## src/rtl/ahb_apb_pkg.sv

```systemverilog
// Shared types and helpers for the AHB-to-APB bridge.
//   state_e     : bridge FSM states
//   HTRANS_*    : AHB transfer-type encodings
//   HSIZE_*     : AHB transfer-size encodings
//   pstrb_gen() : byte-lane strobe from transfer size and low address bits
package ahb_apb_pkg;

    typedef enum logic [2:0] {
        StIdle,
        StSetup,
        StAccess,
        StErr1,
        StErr2
    } state_e;

    localparam logic [1:0] HTRANS_IDLE   = 2'b00;
    localparam logic [1:0] HTRANS_BUSY   = 2'b01;
    localparam logic [1:0] HTRANS_NONSEQ = 2'b10;
    localparam logic [1:0] HTRANS_SEQ    = 2'b11;

    localparam logic [2:0] HSIZE_BYTE  = 3'b000;
    localparam logic [2:0] HSIZE_HALF  = 3'b001;
    localparam logic [2:0] HSIZE_WORD  = 3'b010;
    localparam logic [2:0] HSIZE_DWORD = 3'b011;

    // Returns an 8-lane strobe; a 32-bit bus uses only the low 4 lanes and
    // ignores address bit 2. Sizes at or above the bus width enable all lanes.
    function automatic logic [7:0] pstrb_gen(input logic [2:0] hsize,
                                             input logic [2:0] addr_lo,
                                             input logic       wide);
        logic [2:0] lo;
        logic [7:0] strb;
        lo = wide ? addr_lo : {1'b0, addr_lo[1:0]};
        case (hsize)
            HSIZE_BYTE:  strb = 8'h01 << lo;
            HSIZE_HALF:  strb = 8'h03 << {lo[2:1], 1'b0};
            HSIZE_WORD:  strb = 8'h0F << {lo[2], 2'b00};
            HSIZE_DWORD: strb = 8'hFF;
            default:     strb = 8'hFF;
        endcase
        if (!wide) begin
            strb = strb & 8'h0F;
        end
        return strb;
    endfunction

endpackage

```

## src/rtl/apb_slave_decoder.sv

```systemverilog
// Address decoder for the AHB-to-APB bridge.
// Slave i is selected when addr_i[DEC_HI:DEC_LO] == BASE_ID + i.
//   addr_i : AHB address
//   idx_o  : index of the selected slave (0 on a miss)
//   hit_o  : 1 when the address maps to one of the NSLV slaves
module apb_slave_decoder
    import ahb_apb_pkg::*;
#(
    parameter int unsigned NSLV    = 2,
    parameter int unsigned DEC_HI  = 31,
    parameter int unsigned DEC_LO  = 24,
    parameter int unsigned BASE_ID = 32'hF0,
    parameter int unsigned IDX_W   = (NSLV > 1) ? $clog2(NSLV) : 1
) (
    input  logic [31:0]      addr_i,
    output logic [IDX_W-1:0] idx_o,
    output logic             hit_o
);

    localparam int unsigned FieldW = DEC_HI - DEC_LO + 1;

    logic [FieldW-1:0] field;
    logic [31:0]       field_ext;
    logic              unused_addr;

    assign field       = addr_i[DEC_HI:DEC_LO];
    assign field_ext   = 32'(field);
    assign unused_addr = ^addr_i;

    always_comb begin
        idx_o = '0;
        hit_o = 1'b0;
        for (int unsigned i = 0; i < NSLV; i++) begin
            if (field_ext == BASE_ID + i) begin
                idx_o = IDX_W'(i);
                hit_o = 1'b1;
            end
        end
    end

endmodule

```

## src/rtl/ahb_apb_bridge_nslv.sv

```systemverilog
// AHB-Lite slave to APB master bridge driving NSLV APB slaves.
// Optional feature: define APB_TIMEOUT_EN to abort an ACCESS phase that sees
// pready low for TIMEOUT_CYC cycles (answered with an AHB ERROR response).
// Ports:
//   clk, reset          : clock, synchronous active-high reset
//   io_ahb_*  (inputs)  : AHB address/control/write data, hsel, hreadyin
//   io_ahb_hrdata/hreadyout/hresp : AHB read data and response
//   io_apb_paddr/pwrite/penable/pwdata/pstrb/pprot : shared APB request
//   io_apb_psel         : one-hot slave select
//   io_apb_prdata/pready/pslverr : per-slave APB responses
module ahb_apb_bridge_nslv
    import ahb_apb_pkg::*;
#(
    parameter int unsigned NSLV        = 2,
    parameter int unsigned DATA_W      = 32,
    parameter int unsigned DEC_HI      = 31,
    parameter int unsigned DEC_LO      = 24,
    parameter int unsigned BASE_ID     = 32'hF0,
    parameter int unsigned TIMEOUT_CYC = 256
) (
    input  logic                   clk,
    input  logic                   reset,
    input  logic [31:0]            io_ahb_haddr,
    input  logic                   io_ahb_hwrite,
    input  logic [2:0]             io_ahb_hsize,
    input  logic [1:0]             io_ahb_htrans,
    input  logic [3:0]             io_ahb_hprot,
    input  logic [DATA_W-1:0]      io_ahb_hwdata,
    input  logic                   io_ahb_hsel,
    input  logic                   io_ahb_hreadyin,
    output logic [DATA_W-1:0]      io_ahb_hrdata,
    output logic                   io_ahb_hreadyout,
    output logic                   io_ahb_hresp,
    output logic [31:0]            io_apb_paddr,
    output logic                   io_apb_pwrite,
    output logic                   io_apb_penable,
    output logic [DATA_W-1:0]      io_apb_pwdata,
    output logic [DATA_W/8-1:0]    io_apb_pstrb,
    output logic [2:0]             io_apb_pprot,
    output logic [NSLV-1:0]        io_apb_psel,
    input  logic [NSLV*DATA_W-1:0] io_apb_prdata,
    input  logic [NSLV-1:0]        io_apb_pready,
    input  logic [NSLV-1:0]        io_apb_pslverr
);

    localparam int unsigned IDX_W  = (NSLV > 1) ? $clog2(NSLV) : 1;
    localparam int unsigned STRB_W = DATA_W / 8;

    state_e            state_q, state_d;
    logic [31:0]       haddr_q, haddr_d;
    logic              hwrite_q, hwrite_d;
    logic [2:0]        hsize_q, hsize_d;
    logic [1:0]        hprot_q, hprot_d;
    logic [IDX_W-1:0]  idx_q, idx_d;
    logic              miss_q, miss_d;
    logic [DATA_W-1:0] pwdata_q, pwdata_d;
    logic [NSLV-1:0]   psel_q, psel_d;
    logic              penable_q, penable_d;

    logic [IDX_W-1:0]  dec_idx;
    logic              dec_hit;
    logic              pready_m, pslverr_m;
    logic [DATA_W-1:0] prdata_m;
    logic              hreadyout;
    logic              xfer;
    logic              timeout;
    state_e            next_xfer;
    logic [7:0]        strb_all;
    logic              unused_strb;
    logic              unused_hprot;

    apb_slave_decoder #(
        .NSLV    (NSLV),
        .DEC_HI  (DEC_HI),
        .DEC_LO  (DEC_LO),
        .BASE_ID (BASE_ID),
        .IDX_W   (IDX_W)
    ) u_decoder (
        .addr_i (io_ahb_haddr),
        .idx_o  (dec_idx),
        .hit_o  (dec_hit)
    );

    // Slave response mux, steered by the index captured with the address.
    always_comb begin
        pready_m  = 1'b0;
        pslverr_m = 1'b0;
        prdata_m  = '0;
        for (int unsigned i = 0; i < NSLV; i++) begin
            if (idx_q == IDX_W'(i)) begin
                pready_m  = io_apb_pready[i];
                pslverr_m = io_apb_pslverr[i];
                prdata_m  = io_apb_prdata[i*DATA_W +: DATA_W];
            end
        end
    end

    always_comb begin
        case (state_q)
            StIdle, StErr2: hreadyout = 1'b1;
            StAccess:       hreadyout = pready_m & ~pslverr_m;
            default:        hreadyout = 1'b0;
        endcase
    end

    assign xfer = io_ahb_hsel & io_ahb_hreadyin & hreadyout &
                  ((io_ahb_htrans == HTRANS_NONSEQ) || (io_ahb_htrans == HTRANS_SEQ));

    assign next_xfer = xfer ? (dec_hit ? StSetup : StErr1) : StIdle;

`ifdef APB_TIMEOUT_EN
    localparam int unsigned CNT_W = $clog2(TIMEOUT_CYC) + 1;

    logic [CNT_W-1:0] cnt_q, cnt_d;

    // Counts ACCESS cycles that saw pready low; cleared while in SETUP.
    always_comb begin
        cnt_d = cnt_q;
        if (state_q == StSetup) begin
            cnt_d = '0;
        end else if ((state_q == StAccess) && !pready_m) begin
            cnt_d = cnt_q + CNT_W'(1);
        end
    end

    always_ff @(posedge clk) begin
        if (reset) begin
            cnt_q <= '0;
        end else begin
            cnt_q <= cnt_d;
        end
    end

    assign timeout = (cnt_q == CNT_W'(TIMEOUT_CYC - 1));
`else
    logic unused_timeout_cfg;
    assign unused_timeout_cfg = (TIMEOUT_CYC == 0);
    assign timeout            = 1'b0;
`endif

    always_comb begin
        state_d  = state_q;
        haddr_d  = haddr_q;
        hwrite_d = hwrite_q;
        hsize_d  = hsize_q;
        hprot_d  = hprot_q;
        idx_d    = idx_q;
        miss_d   = miss_q;
        pwdata_d = pwdata_q;

        case (state_q)
            StIdle, StErr2: state_d = next_xfer;
            StSetup:        state_d = StAccess;
            StAccess: begin
                if (pready_m) begin
                    state_d = pslverr_m ? StErr1 : next_xfer;
                end else if (timeout) begin
                    state_d = StErr1;
                end
            end
            StErr1:         state_d = StErr2;
            default:        state_d = StIdle;
        endcase

        if (xfer) begin
            haddr_d  = io_ahb_haddr;
            hwrite_d = io_ahb_hwrite;
            hsize_d  = io_ahb_hsize;
            hprot_d  = io_ahb_hprot[1:0];
            idx_d    = dec_idx;
            miss_d   = ~dec_hit;
        end

        // SETUP is the AHB data phase: hold write data for the ACCESS phase.
        if (state_q == StSetup) begin
            pwdata_d = io_ahb_hwdata;
        end

        penable_d = (state_d == StAccess);
        psel_d    = '0;
        if (((state_d == StSetup) || (state_d == StAccess)) && !miss_d) begin
            for (int unsigned i = 0; i < NSLV; i++) begin
                psel_d[i] = (idx_d == IDX_W'(i));
            end
        end
    end

    always_ff @(posedge clk) begin
        if (reset) begin
            state_q   <= StIdle;
            haddr_q   <= '0;
            hwrite_q  <= 1'b0;
            hsize_q   <= '0;
            hprot_q   <= '0;
            idx_q     <= '0;
            miss_q    <= 1'b0;
            pwdata_q  <= '0;
            psel_q    <= '0;
            penable_q <= 1'b0;
        end else begin
            state_q   <= state_d;
            haddr_q   <= haddr_d;
            hwrite_q  <= hwrite_d;
            hsize_q   <= hsize_d;
            hprot_q   <= hprot_d;
            idx_q     <= idx_d;
            miss_q    <= miss_d;
            pwdata_q  <= pwdata_d;
            psel_q    <= psel_d;
            penable_q <= penable_d;
        end
    end

    assign strb_all     = pstrb_gen(hsize_q, haddr_q[2:0], DATA_W == 64);
    assign unused_strb  = ^strb_all;
    assign unused_hprot = ^io_ahb_hprot[3:2];

    assign io_ahb_hreadyout = hreadyout;
    assign io_ahb_hresp     = (state_q == StErr1) || (state_q == StErr2);
    assign io_ahb_hrdata    = (state_q == StAccess) ? prdata_m : '0;

    assign io_apb_paddr   = haddr_q;
    assign io_apb_pwrite  = hwrite_q;
    assign io_apb_penable = penable_q;
    assign io_apb_psel    = psel_q;
    assign io_apb_pwdata  = (state_q == StSetup) ? io_ahb_hwdata : pwdata_q;
    assign io_apb_pstrb   = hwrite_q ? strb_all[STRB_W-1:0] : '0;
    assign io_apb_pprot   = {~hprot_q[0], 1'b0, hprot_q[1]};

endmodule

```

## config.mk

```make
export PLATFORM = sky130hd
export DESIGN_NAME = ahb_apb_bridge_nslv
export DESIGN_NICKNAME = d
export VERILOG_FILES = /design/src/rtl/ahb_apb_pkg.sv /design/src/rtl/apb_slave_decoder.sv /design/src/rtl/ahb_apb_bridge_nslv.sv
export SDC_FILE = /design/constraint.sdc
export NUM_CORES = 1
export LEC_CHECK = 0
export ABC_AREA = 1
export CAP_MARGIN = 10
export CORE_AREA = 2 2 99 101
export DETAILED_ROUTE_END_ITERATION = 7
export DIE_AREA = 0 0 101 103
export DONT_BUFFER_PORTS = 1
export PLACE_DENSITY_LB_ADDON = 0.2
export SLEW_MARGIN = 20
export SYNTH_ARGS = -nofsm -noshare
export SYNTH_HDL_FRONTEND = slang
export SYNTH_SLANG_ARGS = --single-unit
```

## constraint.sdc

```tcl
create_clock -name clk -period 1.7 [get_ports clk]
set_input_delay 0.34 -clock clk [delete_from_list [all_inputs] [get_ports clk]]
set_output_delay 0.34 -clock clk [all_outputs]
set_load 0.02 [all_outputs]
```

==> qor.csv <==
stage,metric,value,unit
finish,synth-to-layout area growth,47.15,%
clock_network,"Clk Latency, worst-skew pair",0.35,ns
critical_path,CP required,1.36,ns
timing,endpoints failing hold,0,
placed_design,PortBufs,0,
critical_path,cell family with most CP delay,buffers and inverters,
synthesis,Yosys Warn Count,0,
timing,unrepaired setup endpoints after global routing,true,
power,NetSw,1.336,mW
finish,final net count,804,
die,Die Span Y,103,um
critical_path,Critical-path top delay cell,dfxtp_2,
clock_network,CTS Root Buffer Type,clkbuf_8,
placed_design,gp weighted congestion,0.7717,
critical_path,Worst Path Buf+Inv,5,
grt,initial antenna violation count,0,
clock_network,CTS Buf Count,9,
finish,"most common cell after layout, fill and taps aside",nand2_1,
timing,setup TNS,-13.68,ns
critical_path,crit-path most repeated cell,inv_2,
route,Routed wire per std cell,15.09,um
grt,Congestion Overflow GR,0,
finish,# diodes,0,
outcome,failing checks,negative setup slack,
synthesis,post-synthesis cell count,567,
route,vias,3976,
finish,most frequent cells in the layout,"nand2_1 (147), buf_4 (77), dfxtp_1 (70)",
grt,largest net degree at the start of global routing,78,
power,worst ir drop on vdd,0.0004914,V
route,Via density,5.117,
synthesis,post-synthesis cell type count,24,
timing,max-slew violations,0,
clock_network,cts hold-fix bufs,0,
worst_hold_path,Worst Hold Class,primary input to register,
clock_network,clock buffer depth,2,
critical_path,CP endpoint kind,output port,
outcome,status,finished with violations,
placed_design,pre-CTS setup slack,0.01548,ns
timing,crit share post-route,116.2,%
synthesis,Synth top area share,40.66,%
clock_network,clk slew on worst S/H paths,0.09,ns
critical_path,CP arrival,1.64,ns
power,Clk pwr share,32.4,%
grt,GR Util All Layers,20.68,%
power,Seq pwr share,45.0,%
critical_path,crit-path max FO,5,
clock_network,H-tree lvl count,3,
die,Initial Util,40.60,%
power,pwr dens,780.8,mW/mm^2
clock_network,CTS Sinks,78,
die,Die Wd,101,um
critical_path,Crit Path Category,register to output port,
critical_path,reg2reg setup slack,0.02,ns
timing,Setup Viol. Count Final,65,
finish,layout cells sized above 1,42.38,%
synthesis,"flops & latches, synth",78,
synthesis,"top cells by area, synth","dfxtp_1 (41%), nand2_1 (15%), a21oi_1 (13%)",
die,die area,0.01040,mm^2
route,final wirelength,11.73,mm
synthesis,"Net Count, Synth",713,
timing,Max Clock Skew,0.01750,ns
die,std cell rows,36,
run,max-cap viol count,0,
power,Gate power share,22.6,%
power,leakage dissipation,2.518,nW
grt,vias in the first global route,3693,
synthesis,average cell area after synthesis,6.772,um^2
grt,first-pass GRT wire length,17.13,mm
timing,Final min period,1.975,ns
finish,number of fill cells,859,
timing,Fmax,0.5062,GHz
placed_design,DP HPWL,7.366,mm
synthesis,post-synth top area cell,dfxtp_1,
die,Placeable Area,0.009459,mm^2
timing,final setup margin,-0.2754,ns
synthesis,sequential-to-total area share from yosys stat,40.66,%
clock_network,CTS tree,yes,
route,DRC,0,
power,internal power,3.076,mW
route,number of routed nets with antenna violations,0,
die,I/O Pins,255,
route,DRT Pass-1 Iters,5,
synthesis,"Cell Area, Synth",0.003840,mm^2
power,switching part of the total,30.28,%
finish,final core utilization,59.74,%
critical_path,startpoint types,register,
critical_path,worst stage delay on the critical path,0.33,ns
critical_path,critical-path cell list,inv_2 -> nand2_2 -> nor2_4 -> buf_6 -> buf_16 -> or2_2 -> inv_2 -> a21oi_2 -> buf_4,
route,DR iter-0 viols,66,
==> cell families after synthesis <==
logic type | synth area share [%]
buffers and inverters | 12.90
AOI/OAI and AO/OA | 21.41
other | 0.09766
and+or+nand+nor | 24.93
DFF | 40.66
==> power groups by stage <==
| stage | clock [mW] | combinational [mW] | sequential, mW |
|---|---|---|---|
| final | 1.43 | 0.998 | 1.99 |
| after global routing | 1.56 | 1.08 | 1.99 |
| after CTS | 1.48 | 0.932 | 1.98 |
| after detailed placement | 0 | 0.723 | 2.02 |
| after global placement | 0 | 0.712 | 2.02 |
| after floorplan | 0 | 0.511 | 2.01 |
==> repair_timing <==
action	4_1_cts	5_1_grt
gates resized for setup	124	41
buffers inserted	15	3
gates cloned	10	1
pin swaps	5	8
setup endpoints to repair	68	90
==> sequential cells by signal (all words and copies together) (netlist names) <==
name	flops
hprot_q	2
miss_q	1
io_apb_psel	2
idx_q	1
io_apb_pwrite	1
pwdata_q	32
io_apb_penable	1
hsize_q	3
io_apb_paddr	32
state_q	3
==> cell type report <==
class	count	area (um^2)	share of cell area, %
multi-input combinational	368	2087	36.94
sequential	78	1572	27.81
timing repair buffer	119	1328	23.49
inverter	82	317.8	5.624
tap	114	142.6	2.524
clock buffer	9	123.9	2.192
clock inverter	7	80.08	1.417
==> worst paths after layout <==
kind                                            start                    endpoint  cells after the start
worst max-delay path            state_q[2]$_SDFF_PP0_           io_apb_pwdata[31]                      9
worst min-delay path                            reset  io_apb_pwrite$_SDFFE_PP0N_                      1
worst max register to register  state_q[2]$_SDFF_PP0_   io_apb_psel[1]$_SDFF_PP0_                     14
worst min register to register      miss_q$_SDFF_PP0_           miss_q$_SDFF_PP0_                      2
==> layer usage <==
layer	up-vias	global-route usage [%]	wire, um
met5	-	0	0
met4	0	6.757	220
met3	16	5.492	792
met2	176	38.00	6099
met1	1807	23.32	4612
li1	1977	-	-
==> Yosys cell counts <==
library cell,n
nand2_1,154
a21oi_1,103
inv_1,80
dfxtp_1,78
a211oi_1,39
or2_2,32
nor2_1,21
clkbuf_1,16
buf_2,13
buf_1,6
nand2_2,6
nand3_1,5
buf_4,2
buf_6,2
a21oi_2,1
and3_1,1
conb_1,1
inv_2,1
inv_4,1
nand3_2,1
nand3b_1,1
nand4_1,1
nor3b_1,1
o21ai_0,1
==> metrics by stage <==
stage | cells | cell area (um^2) | total power [mW] | hold slack [ns]
after floorplan | 567 | 3840 | 2.522 | 0.4438
after global placement | 732 | 4531 | 2.735 | 0.4199
after detailed placement | 732 | 4531 | 2.748 | 0.4244
after CTS | 773 | 5460 | 4.391 | 0.04076
after global routing | 777 | 5650 | 4.631 | 0.02334
final | 777 | 5650 | 4.412 | 0.05029
Note: power is estimated with default switching activity, not from simulation.
